<file path="src/rtl/request_unit_q.sv">
// In-order DEPTH-entry dmem request queue between the datapath and memory control,
// with halt draining, flush of unissued entries and a saturating head wait counter.
module request_unit_q #(
  parameter int ADDR_W = 32,
  parameter int DATA_W = 32,
  parameter int DEPTH  = 2,
  parameter int CNT_W  = 16
) (
  input  logic              CLK,
  input  logic              nRST,
  input  logic              ihit,
  input  logic              dhit,
  input  logic              dREN,
  input  logic              dWEN,
  input  logic [ADDR_W-1:0] daddr,
  input  logic [DATA_W-1:0] dstore,
  input  logic              halt,
  input  logic              flush,
  output logic              imemren,
  output logic              dmemren,
  output logic              dmemwen,
  output logic [ADDR_W-1:0] dmemaddr,
  output logic [DATA_W-1:0] dmemstore,
  output logic              full,
  output logic              busy,
  output logic              halted,
  output logic [CNT_W-1:0]  wait_cnt
);

  localparam int PW = $clog2(DEPTH);
  localparam int CW = PW + 1;

  typedef enum logic [1:0] {RUN, DRAIN, HALTED} state_t;

  state_t            state;
  logic [PW-1:0]     rd_ptr, wr_ptr, rd_n;
  logic [CW-1:0]     count, cnt_n;
  logic              q_ren [DEPTH];
  logic              q_wen [DEPTH];
  logic [ADDR_W-1:0] q_addr [DEPTH];
  logic [DATA_W-1:0] q_data [DEPTH];

  logic              do_push, do_pop, do_flush;
  logic              h_ren, h_wen;
  logic [ADDR_W-1:0] h_addr;
  logic [DATA_W-1:0] h_data;
  logic [CNT_W-1:0]  wait_n;

  assign full    = (count == CW'(DEPTH));
  assign busy    = (count != '0);
  assign imemren = (state == RUN);
  assign halted  = (state == HALTED);

  always_comb begin
    do_flush = flush & (state != HALTED);
    do_pop   = dhit & busy;
    do_push  = ihit & (dREN | dWEN) & (state != HALTED)
             & (~full | dhit) & ~do_flush;
    rd_n     = rd_ptr + PW'(do_pop);
    if (do_flush)
      cnt_n = (busy & ~do_pop) ? CW'(1) : '0;
    else
      cnt_n = count + CW'(do_push) - CW'(do_pop);

    // The next head may be the entry being written this very edge.
    if (do_push && (wr_ptr == rd_n)) begin
      h_ren  = dREN & ~dWEN;
      h_wen  = dWEN;
      h_addr = daddr;
      h_data = dstore;
    end else begin
      h_ren  = q_ren[rd_n];
      h_wen  = q_wen[rd_n];
      h_addr = q_addr[rd_n];
      h_data = q_data[rd_n];
    end

    if (!busy || do_pop || cnt_n == '0)
      wait_n = '0;
    else if (wait_cnt == '1)
      wait_n = wait_cnt;
    else
      wait_n = wait_cnt + CNT_W'(1);
  end

  always_ff @(posedge CLK or negedge nRST) begin
    if (!nRST) begin
      for (int i = 0; i < DEPTH; i++) begin
        q_ren[i]  <= 1'b0;
        q_wen[i]  <= 1'b0;
        q_addr[i] <= '0;
        q_data[i] <= '0;
      end
      rd_ptr    <= '0;
      wr_ptr    <= '0;
      count     <= '0;
      state     <= RUN;
      wait_cnt  <= '0;
      dmemren   <= 1'b0;
      dmemwen   <= 1'b0;
      dmemaddr  <= '0;
      dmemstore <= '0;
    end else begin
      if (do_push) begin
        q_ren[wr_ptr]  <= dREN & ~dWEN;
        q_wen[wr_ptr]  <= dWEN;
        q_addr[wr_ptr] <= daddr;
        q_data[wr_ptr] <= dstore;
      end
      rd_ptr   <= rd_n;
      wr_ptr   <= rd_n + cnt_n[PW-1:0];
      count    <= cnt_n;
      wait_cnt <= wait_n;

      if (cnt_n == '0) begin
        dmemren <= 1'b0;
        dmemwen <= 1'b0;
      end else begin
        dmemren   <= h_ren;
        dmemwen   <= h_wen;
        dmemaddr  <= h_addr;
        dmemstore <= h_data;
      end

      unique case (1'b1)
        state == RUN:   if (halt) state <= DRAIN;
        state == DRAIN: if (cnt_n == '0) state <= HALTED;
        default:        state <= HALTED;
      endcase
    end
  end

endmodule
</file>
<file path="config.mk">
export PLATFORM = sky130hd
export DESIGN_NAME = request_unit_q
export DESIGN_NICKNAME = d
export VERILOG_FILES = /design/src/rtl/request_unit_q.sv
export SDC_FILE = /design/constraint.sdc
export NUM_CORES = 1
export LEC_CHECK = 0
export ABC_AREA = 0
export BUFFER_PORTS_ARGS = -buffer_cell sky130_fd_sc_hd__buf_2
export CAP_MARGIN = 20
export CORE_MARGIN = 1.5
export CORE_UTILIZATION = 57
export CTS_CLUSTER_DIAMETER = 40
export CTS_CLUSTER_SIZE = 10
export DETAILED_ROUTE_END_ITERATION = 16
export GPL_ROUTABILITY_DRIVEN = 0
export PLACE_DENSITY = 0.8
export SKIP_LAST_GASP = 1
export SLEW_MARGIN = 20
export SYNTH_ARGS = -nofsm -noshare
export SYNTH_HDL_FRONTEND = slang
export SYNTH_SLANG_ARGS = --single-unit
</file>
<file path="constraint.sdc">
create_clock -name CLK -period 3.6 [get_ports CLK]
set_input_delay 0.54 -clock CLK [delete_from_list [all_inputs] [get_ports CLK]]
set_output_delay 0.54 -clock CLK [all_outputs]
set_load 0.005 [all_outputs]
</file>
# Word level (Yosys, flattened, before mapping)
# Cells that the tools add are included.
[classes]
add_sub_neg = 5
magnitude_cmp = 3
eq_ne = 9
mux = 33
bitwise_logic = 16
n_reduce_logical = 9
[ops]
columns = ["op", "count"]
rows = [
  ["$mux 32", 9],
  ["$bwmux 64", 2],
  ["$demux 32 s1", 1],
  ["$mux 16", 2],
  ["$add 16x1->16 const B", 1],
  ["$eq 16x16->1 const B", 1],
  ["$mux 1", 12],
  ["$and 1x1->1", 8],
  ["$mux 2", 3],
  ["$ne 2x2->1 const B", 3],
  ["$bwmux 2", 2],
  ["$eq 2x2->1 const B", 2],
  ["$ge 2x2->1 const B", 2],
  ["$logic_not 2->1", 2],
  ["$not 1->1", 4],
  ["$not 1->2", 2],
  ["$pmux 2 s2", 1],
  ["$add 1x1->1", 2],
  ["$add 2x1->2", 1],
  ["$eq 2x1->1 const B", 1],
  ["$logic_and 1x1->1", 2],
  ["$logic_or 1x1->1", 2],
  ["$lt 2x1->1 const B", 1],
  ["$ne 2x1->1 const B", 1],
  ["other kinds (7)", 8],
]
[word_totals]
reg_bits = 220
out_inout_bits = 86
wordCells = 92

# Logic depth before layout (Yosys ltp)
# Gate-level depths: netlist (run 1).
[depth]
depth_word = 11
mapped_depth = 13

# Worst setup path before layout (run 1)
# No wires, ideal clock.
[synth_path]
path_type = "input to register"
start = "input port dhit"
end = "register dmemstore[12]"
setup_ns = 0.121
arrival_ns = 2.693
path_slack_ns = 0.787
path_stages = 13
n_path_buf = 2
path_cell_list = "or3b_1 and4_4 clkinv_2 ha_1 inv_1 ha_1 xor3_1 a211oi_2 o21ba_2 buf_6 buf_2 o21ai_0 o21ai_1"
[synth_between]
elab_chain_len = 7
elab_cells_between_ends = 19
cone_classes = "add/sub (3); eq/ne (1); mux (6); bitwise (7); reduce/logical (2)"
[synth_lines]
columns = ["item", "line_no", "rtl"]
rows = [
  ["from (decl)", "12", "input logic dhit,"],
  ["$or 1x1->1 or $and 1x1->1 (tied branches)", "58, 56", ""],
  ["$and 1x1->1 or $add 1x1->1 (tied branches)", "58, 59", ""],
  ["$and 1x1->1 or $not 1->2 (tied branches)", "58, 75", ""],
  ["$add 2x1->2 or $mux 32 (tied branches)", "63, 75", ""],
  ["$sub 2x1->2 or $mux 32 (tied branches)", "63, 75", ""],
  ["$mux 2 or $mux 32 (tied branches)", "60, 75", ""],
  ["$logic_not 2->1 or $mux 32 (tied branches)", "115, 66", ""],
  ["to (signal assigned)", "122", "dmemstore <= h_data;"],
  ["to (decl)", "23", "output logic [DATA_W-1:0] dmemstore,"],
]
# Several ways; a longest one is shown, not always the timed one. The select of a mux whose other input is x is not followed.
# A chain may end at the register's enable or synchronous reset.

# Final worst setup path (run 1)
[layout_path]
start = "register state[0]"
end = "register dmemaddr[31]"
[layout_between]
elab_chain_len = 8
elab_cells_between_ends = 12
cone_classes = "add/sub (2); eq/ne (1); mux (2); bitwise (5); reduce/logical (2)"
[layout_lines]
columns = ["item", "line_no", "rtl"]
rows = [
  ["from (decl)", "35", "state_t state;"],
  ["from (signal assigned)", "97", "state <= RUN;"],
  ["from (signal assigned)", "126", "state == RUN: if (halt) state <= DRAIN;"],
  ["from (signal assigned)", "127", "state == DRAIN: if (cnt_n == '0) state <= HALTED;"],
  ["$ne 2x2->1 *", "55, 57", ""],
  ["$and 1x1->1 (on tied branches)", "57, 55", ""],
  ["$and 1x1->1 or $not 1->1 (tied branches)", "58", "& (~full | dhit) & ~do_flush;"],
  ["$and 1x1->1", "58", ""],
  ["$add 2x1->2", "63", "cnt_n = count + CW'(do_push) - CW'(do_pop);"],
  ["$sub 2x1->2", "63", ""],
  ["$mux 2", "60", "if (do_flush)"],
  ["$logic_not 2->1", "115", "if (cnt_n == '0) begin"],
  ["to (signal assigned)", "121", "dmemaddr <= h_addr;"],
  ["to (decl)", "22", "output logic [ADDR_W-1:0] dmemaddr,"],
]
# Every way passes the cells marked *; elsewhere a longest branch is shown, timed or not.

==> impl_metrics.toml, run 1 <==
[synth]
synth_top_area_cells = "sky130_fd_sc_hd__dfrtp_1, sky130_fd_sc_hd__mux2_2, sky130_fd_sc_hd__nand2_1"
edff_count_synth = 0
synth_cell_types = 47
syn-cell-area_um2 = 9990
synth.top_cells.by_count = "sky130_fd_sc_hd__dfrtp_1, sky130_fd_sc_hd__nand2_1, sky130_fd_sc_hd__mux2_2, sky130_fd_sc_hd__o21ai_0, sky130_fd_sc_hd__and3_1"
ys_dominant_reg_cell = "sky130_fd_sc_hd__dfrtp_1"
yosys.cell_count.top_type = "sky130_fd_sc_hd__dfrtp_1"
synthArstFlopShare_pct = 100
yosysWarningCount = 0
synth_area_per_cell_um2 = 10.9
synthesis.nets = 988
synth_seq_cells = 220
synth_top_cell_area_share_pct = 55.1
syn-instance-count = 913
synth_sequential_area_ratio_pct = 55.1
synth.largest_area_cell = "sky130_fd_sc_hd__dfrtp_1"

[cts]
cts_htree_levels = 2
tritoncts = "done"
holdBufCountCts = 0
postcts_setup_bufs = 0
clock_tree.root_cell = "sky130_fd_sc_hd__clkbuf_16"
clkTransAtPathRegs_ns = 0.05
cts_sinks = 220
numCtsBuffers = 34
clock_insertion_delay_worst_skew_ns = 0.49
clock_tree.buffer_depth = 3
cts_resized = 0

[layout]
area_growth_syn_to_layout_pct = 21.7
final_layout_size_suffix_gt1_share_pct = 34.0
design.final.nets = 1137
area.sequential_um2 = 5510
multi_input_area_um2 = 4130
fillers = 1245
layoutNonFillerInstCount = 1310

[die]
boundaryPins = 158
core-area_um2 = 17200
dieHeight_um = 135
chipWidth_um = 135
initial_utilization_pct = 58.0
dieArea_um2 = 18300
placement_rows = 48

[run_status]
run_status = "finished clean"

[critical_path]
timing.critical_path.to_type = "register"
slowest_stage = "sky130_fd_sc_hd__o21ba_2"
worst-endpoint-arrival_ns = 3.59
critical_path_buf_inv_count = 3
cp_slowest_stage_delay_ns = 0.57
reg2reg_setup_slack_ns = 0.40
worstReg2RegEnd = "dmemaddr[31]$_DFFE_PN0N_"
critPathTopFamily = "compound AO/OA/AOI/OAI gates"
worstPathMaxFanout = 43
required_time_of_the_critical_path_ns = 3.99
critical_path.cell_chain = "nand2b_1 -> and4_4 -> clkinv_2 -> ha_1 -> inv_1 -> ha_1 -> xor3_1 -> a211oi_2 -> o21ba_2 -> buf_12 -> o21ai_0 -> o21ai_0"
crit-reg2reg-launch = "state[0]$_DFFE_PN0P_"
timing.critical_path.from_type = "register"
rr_worst_depth = 12
crit_type = "register to register"

[timing]
worstMarginPinSlew_ns = 0.849
clock.fmax_mhz = 313
report.final.setup_viol = 0
setup_total_negative_slack_ns = 0
timing_max_transition_violations_final = 0
max_slew_margin_pct = 43.4
rsz0062_at_grt = "no"
min_period_ns = 3.20
fin_skew_ns = 0.0135
report.final.hold_viol_count = 0
min_period_over_period_pct = 88.8

[power]
internal_power_uw = 8140
comb_power_share_pct = 38.2
vdd_ir_max_uv = 500
power_switching_uw = 4210
p_seq_share_pct = 34.3
power_per_cell_area_nw_per_um2 = 1020
p_sw_share_pct = 34.1
power.static_leakage_uw = 0.00582
share_clk_of_total_power_pct = 27.5

[placed_design]
dp_hpwl_mm = 13.6
dp_cells = 1251
portBuffers = 157

[grt]
grt_start_max_net_pins = 89
antenna_found_initial = 1
grt_use_total_pct = 25.5
gr-total-overflow = 0
grt_pass1_wl_mm = 37.1
first_global_vias = 7465

[job]
timing.max_cap.violations = 0

[route]
postRouteAntennaNets = 0
avgViaCountPerCell = 5.64
detailroute.via_count = 7392
drt_first_pass_iters = 4
drt-wirelength-per-cell_um = 17.3
wl_mm = 22.7
drc = 0
drt_first_iter_violations = 401

[worst_hold_path]
worstHoldPathType = "input port to async pin"
-- through the flow --
step	cell area, µm²	hold WS [ns]	total power [µW]	worst slack, ns	util [%]
final	12200	0.0483	12300	0.402	70.6
after global routing	12200	0.109	13200	0.154	70.6
after CTS	12200	0.0832	12400	0.369	70.6
after detailed placement	11000	0.470	8950	0.294	63.6
after global placement	11000	0.460	8690	0.382	63.6
after floorplan	9990	0.244	7480	0.787	-
-- cells by family after synthesis --
logic type      share of synthesized area [%]
fa+ha+maj                               0.376
mux                                      16.3
xor+xnor                                 1.54
simple gates                             14.5
buf+inv                                  3.94
compound gates                           8.21
flops                                    55.1
-- routing by layer --
metal | global-route usage (%) | wire, µm | up-vias
met2 | 41.7 | 11200 | 210
li1 | - | - | 3425
met4 | 10.6 | 633 | 0
met1 | 33.8 | 9810 | 3716
met3 | 4.38 | 1080 | 41
met5 | 0 | 0 | -
-- power groups by stage --
stage	combinational [µW]	sequential (µW)	clock, µW
5_1_grt	5320	4340	3560
6_report	4720	4230	3390
3_3_place_gp	4520	4170	0
2_1_floorplan	3360	4120	0
3_5_place_dp	4730	4230	0
4_1_cts	4770	4220	3450
-- placed cells by master, fill, tap and decap left out, types with 2 or more instances in the layout --
cell type	instances
sky130_fd_sc_hd__a21oi_1	4
sky130_fd_sc_hd__a311oi_1	2
sky130_fd_sc_hd__and2_1	3
sky130_fd_sc_hd__and3_1	66
sky130_fd_sc_hd__and4_1	2
sky130_fd_sc_hd__buf_12	8
sky130_fd_sc_hd__buf_2	156
sky130_fd_sc_hd__buf_4	8
sky130_fd_sc_hd__bufinv_16	5
sky130_fd_sc_hd__clkbuf_1	4
sky130_fd_sc_hd__clkbuf_16	37
sky130_fd_sc_hd__clkbuf_8	4
sky130_fd_sc_hd__clkinv_2	6
sky130_fd_sc_hd__clkinvlp_4	2
sky130_fd_sc_hd__dfrtp_1	220
sky130_fd_sc_hd__ha_1	3
sky130_fd_sc_hd__inv_1	6
sky130_fd_sc_hd__mux2_2	90
sky130_fd_sc_hd__mux2_4	39
sky130_fd_sc_hd__mux2i_1	3
sky130_fd_sc_hd__nand2_1	204
sky130_fd_sc_hd__nand2_4	2
sky130_fd_sc_hd__nand2b_1	3
sky130_fd_sc_hd__nand3_1	2
sky130_fd_sc_hd__nand4_1	6
sky130_fd_sc_hd__nor2_1	24
sky130_fd_sc_hd__nor2b_1	2
sky130_fd_sc_hd__o2111ai_1	4
sky130_fd_sc_hd__o211ai_1	2
sky130_fd_sc_hd__o21ai_0	76
sky130_fd_sc_hd__o21ai_1	59
sky130_fd_sc_hd__xnor2_1	3
sky130_fd_sc_hd__xor2_1	10
-- layout make-up --
type | count | share of cell area (%)
Timing Repair Buffer | 173 | 8.35
Antenna cell | 1 | 0.0206
Inverter | 8 | 0.257
Sequential cell | 220 | 45.3
Clock buffer | 45 | 8.19
Tap cell | 225 | 2.31
Clock inverter | 13 | 1.64
Multi-Input combinational cell | 625 | 34.0
-- sequential cells by signal, summed over array words and instances, names as in the netlist --
register and flops:
q_wen 2, q_data 64, wait_cnt 16, q_ren 2, count 2, dmemaddr 32
state 2, dmemren 1, dmemstore 32, q_addr 64, rd_ptr 1, dmemwen 1
wr_ptr 1
-- how the worst max path moves through the flow --
stage	from	cells after the start	slack [ns]	end
finish	state[0]$_DFFE_PN0P_	12	0.40	dmemaddr[31]$_DFFE_PN0N_
global route	state[0]$_DFFE_PN0P_	12	0.15	dmemstore[2]$_DFFE_PN0N_
CTS	state[0]$_DFFE_PN0P_	12	0.37	dmemaddr[31]$_DFFE_PN0N_
detailed placement	dhit	13	0.29	dmemstore[2]$_DFFE_PN0N_
global placement	dhit	13	0.38	dmemstore[0]$_DFFE_PN0N_
floorplan	dhit	13	0.79	dmemstore[12]$_DFFE_PN0N_
No activity file was read; power rests on OpenSTA's default activity.
==> run 2, diff against run 1 <==
Settings changed: BUFFER_PORTS_ARGS -buffer_cell sky130_fd_sc_hd__buf_2 to -buffer_cell sky130_fd_sc_hd__buf_4.
==> impl_metrics.toml, run 2 (same netlist as run 1, synthesis figures left out) <==
[run_status]
run_status = "finished clean"

[die]
core-area_um2 = 17200
initial_utilization_pct = 58.0
dieHeight_um = 135
dieArea_um2 = 18300
boundaryPins = 158
placement_rows = 48
chipWidth_um = 135

[route]
avgViaCountPerCell = 5.59
detailroute.via_count = 7314
drt-wirelength-per-cell_um = 17.4
drt_first_pass_iters = 5
wl_mm = 22.8
drc = 0
postRouteAntennaNets = 0
drt_first_iter_violations = 411

[critical_path]
critPathCapture = "dmemstore[26]$_DFFE_PN0N_"
timing.critical_path.from_type = "register"
worstSetupStartpoint = "state[0]$_DFFE_PN0P_"
worstReg2RegEnd = "dmemstore[26]$_DFFE_PN0N_"
reg2reg_setup_slack_ns = 0.52
timing.critical_path.to_type = "register"
required_time_of_the_critical_path_ns = 3.97
crit-reg2reg-launch = "state[0]$_DFFE_PN0P_"
rr_worst_depth = 12
worst-endpoint-arrival_ns = 3.44
crit_type = "register to register"
worstPathMaxFanout = 42

[grt]
grt_pass1_wl_mm = 37.4
gr-total-overflow = 0
first_global_vias = 7494
grt_start_max_net_pins = 105
grt_use_total_pct = 25.8
antenna_found_initial = 0

[power]
vdd_ir_max_uv = 623
power.static_leakage_uw = 0.00589
power_per_cell_area_nw_per_um2 = 995
total_power_uw = 12400

[cts]
clkTransAtPathRegs_ns = 0.05
postcts_setup_bufs = 0
clock_tree.root_cell = "sky130_fd_sc_hd__clkbuf_16"
cts_sinks = 220
clock_insertion_delay_worst_skew_ns = 0.49
numCtsBuffers = 34
tritoncts = "done"
clock_tree.buffer_depth = 3
holdBufCountCts = 0
cts_htree_levels = 2
cts_resized = 0

[timing]
min_period_ns = 3.08
report.final.hold_viol_count = 0
report.final.setup_viol = 0
timing_max_transition_violations_final = 0
max_slew_margin_pct = 44.3
clock.fmax_mhz = 325
fin_skew_ns = 0.0121
setup_total_negative_slack_ns = 0
min_period_over_period_pct = 85.4
rsz0062_at_grt = "no"
hold_ws_ns = 0.0644
worstMarginPinSlew_ns = 0.836

[layout]
final_layout_size_suffix_gt1_share_pct = 34.0
area_growth_syn_to_layout_pct = 25.0
most_common_library_cell_in_the_layout_ignoring_fill_and_taps = "sky130_fd_sc_hd__dfrtp_1"
n_antenna_cell = 0
top_regs = "q_addr (64), q_data (64)"
layout_common_cells = "sky130_fd_sc_hd__dfrtp_1, sky130_fd_sc_hd__nand2_1, sky130_fd_sc_hd__buf_4, sky130_fd_sc_hd__mux2_2, sky130_fd_sc_hd__o21ai_0"
design.final.nets = 1136
layoutNonFillerInstCount = 1308
fillers = 1186

[placed_design]
dp_cells = 1250
portBuffers = 157
dp_hpwl_mm = 13.4

[job]
timing.max_cap.violations = 0

[worst_hold_path]
worstHoldPathType = "input port to async pin"
run 2: cell types whose count changed in the layout (fill, tap and decap cells not counted), moves of 2 or more:
cell                       delta
sky130_fd_sc_hd__buf_2      -156
sky130_fd_sc_hd__buf_4      +158
sky130_fd_sc_hd__buf_12       -3
sky130_fd_sc_hd__clkinv_4     +2
run 2: per-stage QoR:
step / worst slack (ns) / util (%) / area [µm²]
finish: 0.524 / 72.5 / 12500
global route: 0.400 / 72.5 / 12500
CTS: 0.530 / 72.5 / 12500
detailed placement: 0.399 / 65.6 / 11300
global placement: 0.481 / 65.6 / 11300
floorplan: 0.787 / - / 9990
run 2: where the power goes:
group	internal [µW]	total (µW)	switching, µW	leakage (µW)
Combinational	2370	4840	2460	0.00254
Clock	2230	3350	1120	0.000579
Sequential	3620	4250	632	0.00277
Total	8220	12400	4210	0.00589
run 2: worst max-delay path, stage by stage (launching register included):
cell and delay (ns):
sky130_fd_sc_hd__dfrtp_1 0.38, sky130_fd_sc_hd__nand2b_1 0.26, sky130_fd_sc_hd__and4_4 0.32, sky130_fd_sc_hd__clkinv_2 0.10
sky130_fd_sc_hd__ha_1 0.28, sky130_fd_sc_hd__inv_1 0.04, sky130_fd_sc_hd__ha_1 0.19, sky130_fd_sc_hd__xor3_1 0.38
sky130_fd_sc_hd__a211oi_2 0.27, sky130_fd_sc_hd__o21ba_2 0.20, sky130_fd_sc_hd__buf_4 0.27, sky130_fd_sc_hd__o21ai_0 0.16
sky130_fd_sc_hd__o21ai_1 0.09
run 2: how the worst min path moves through the flow:
stage	startpoint	endpoint	slack [ns]
final	nRST	dmemstore[17]$_DFFE_PN0N_	0.06
after global routing	nRST	dmemstore[17]$_DFFE_PN0N_	0.17
after CTS	nRST	dmemstore[17]$_DFFE_PN0N_	0.13
after detailed placement	dmemaddr[17]$_DFFE_PN0N_	dmemaddr[17]$_DFFE_PN0N_	0.48
after global placement	q_ren[0]$_DFFE_PN0P_	q_ren[0]$_DFFE_PN0P_	0.46
after floorplan	nRST	count[0]$_DFF_PN0_	0.24
run 2: area by class of cell:
type,count,area (µm²),area share [%]
clock inverter,13,183,1.46
clock buffer,45,996,7.97
sequential,220,5510,44.1
multi-input combinational,625,4130,33.1
timing repair buffer,172,1360,10.9
inverter,8,31.3,0.250
tap,225,282,2.25
run 2: routing by layer:
layer | vias up | global-route usage, % | part of all wire (%)
met1 | 3668 | 34.3 | 43
met5 | - | 0 | 0
li1 | 3418 | - | -
met3 | 47 | 4.38 | 4.4
met4 | 0 | 11.0 | 2.6
met2 | 181 | 42.1 | 50
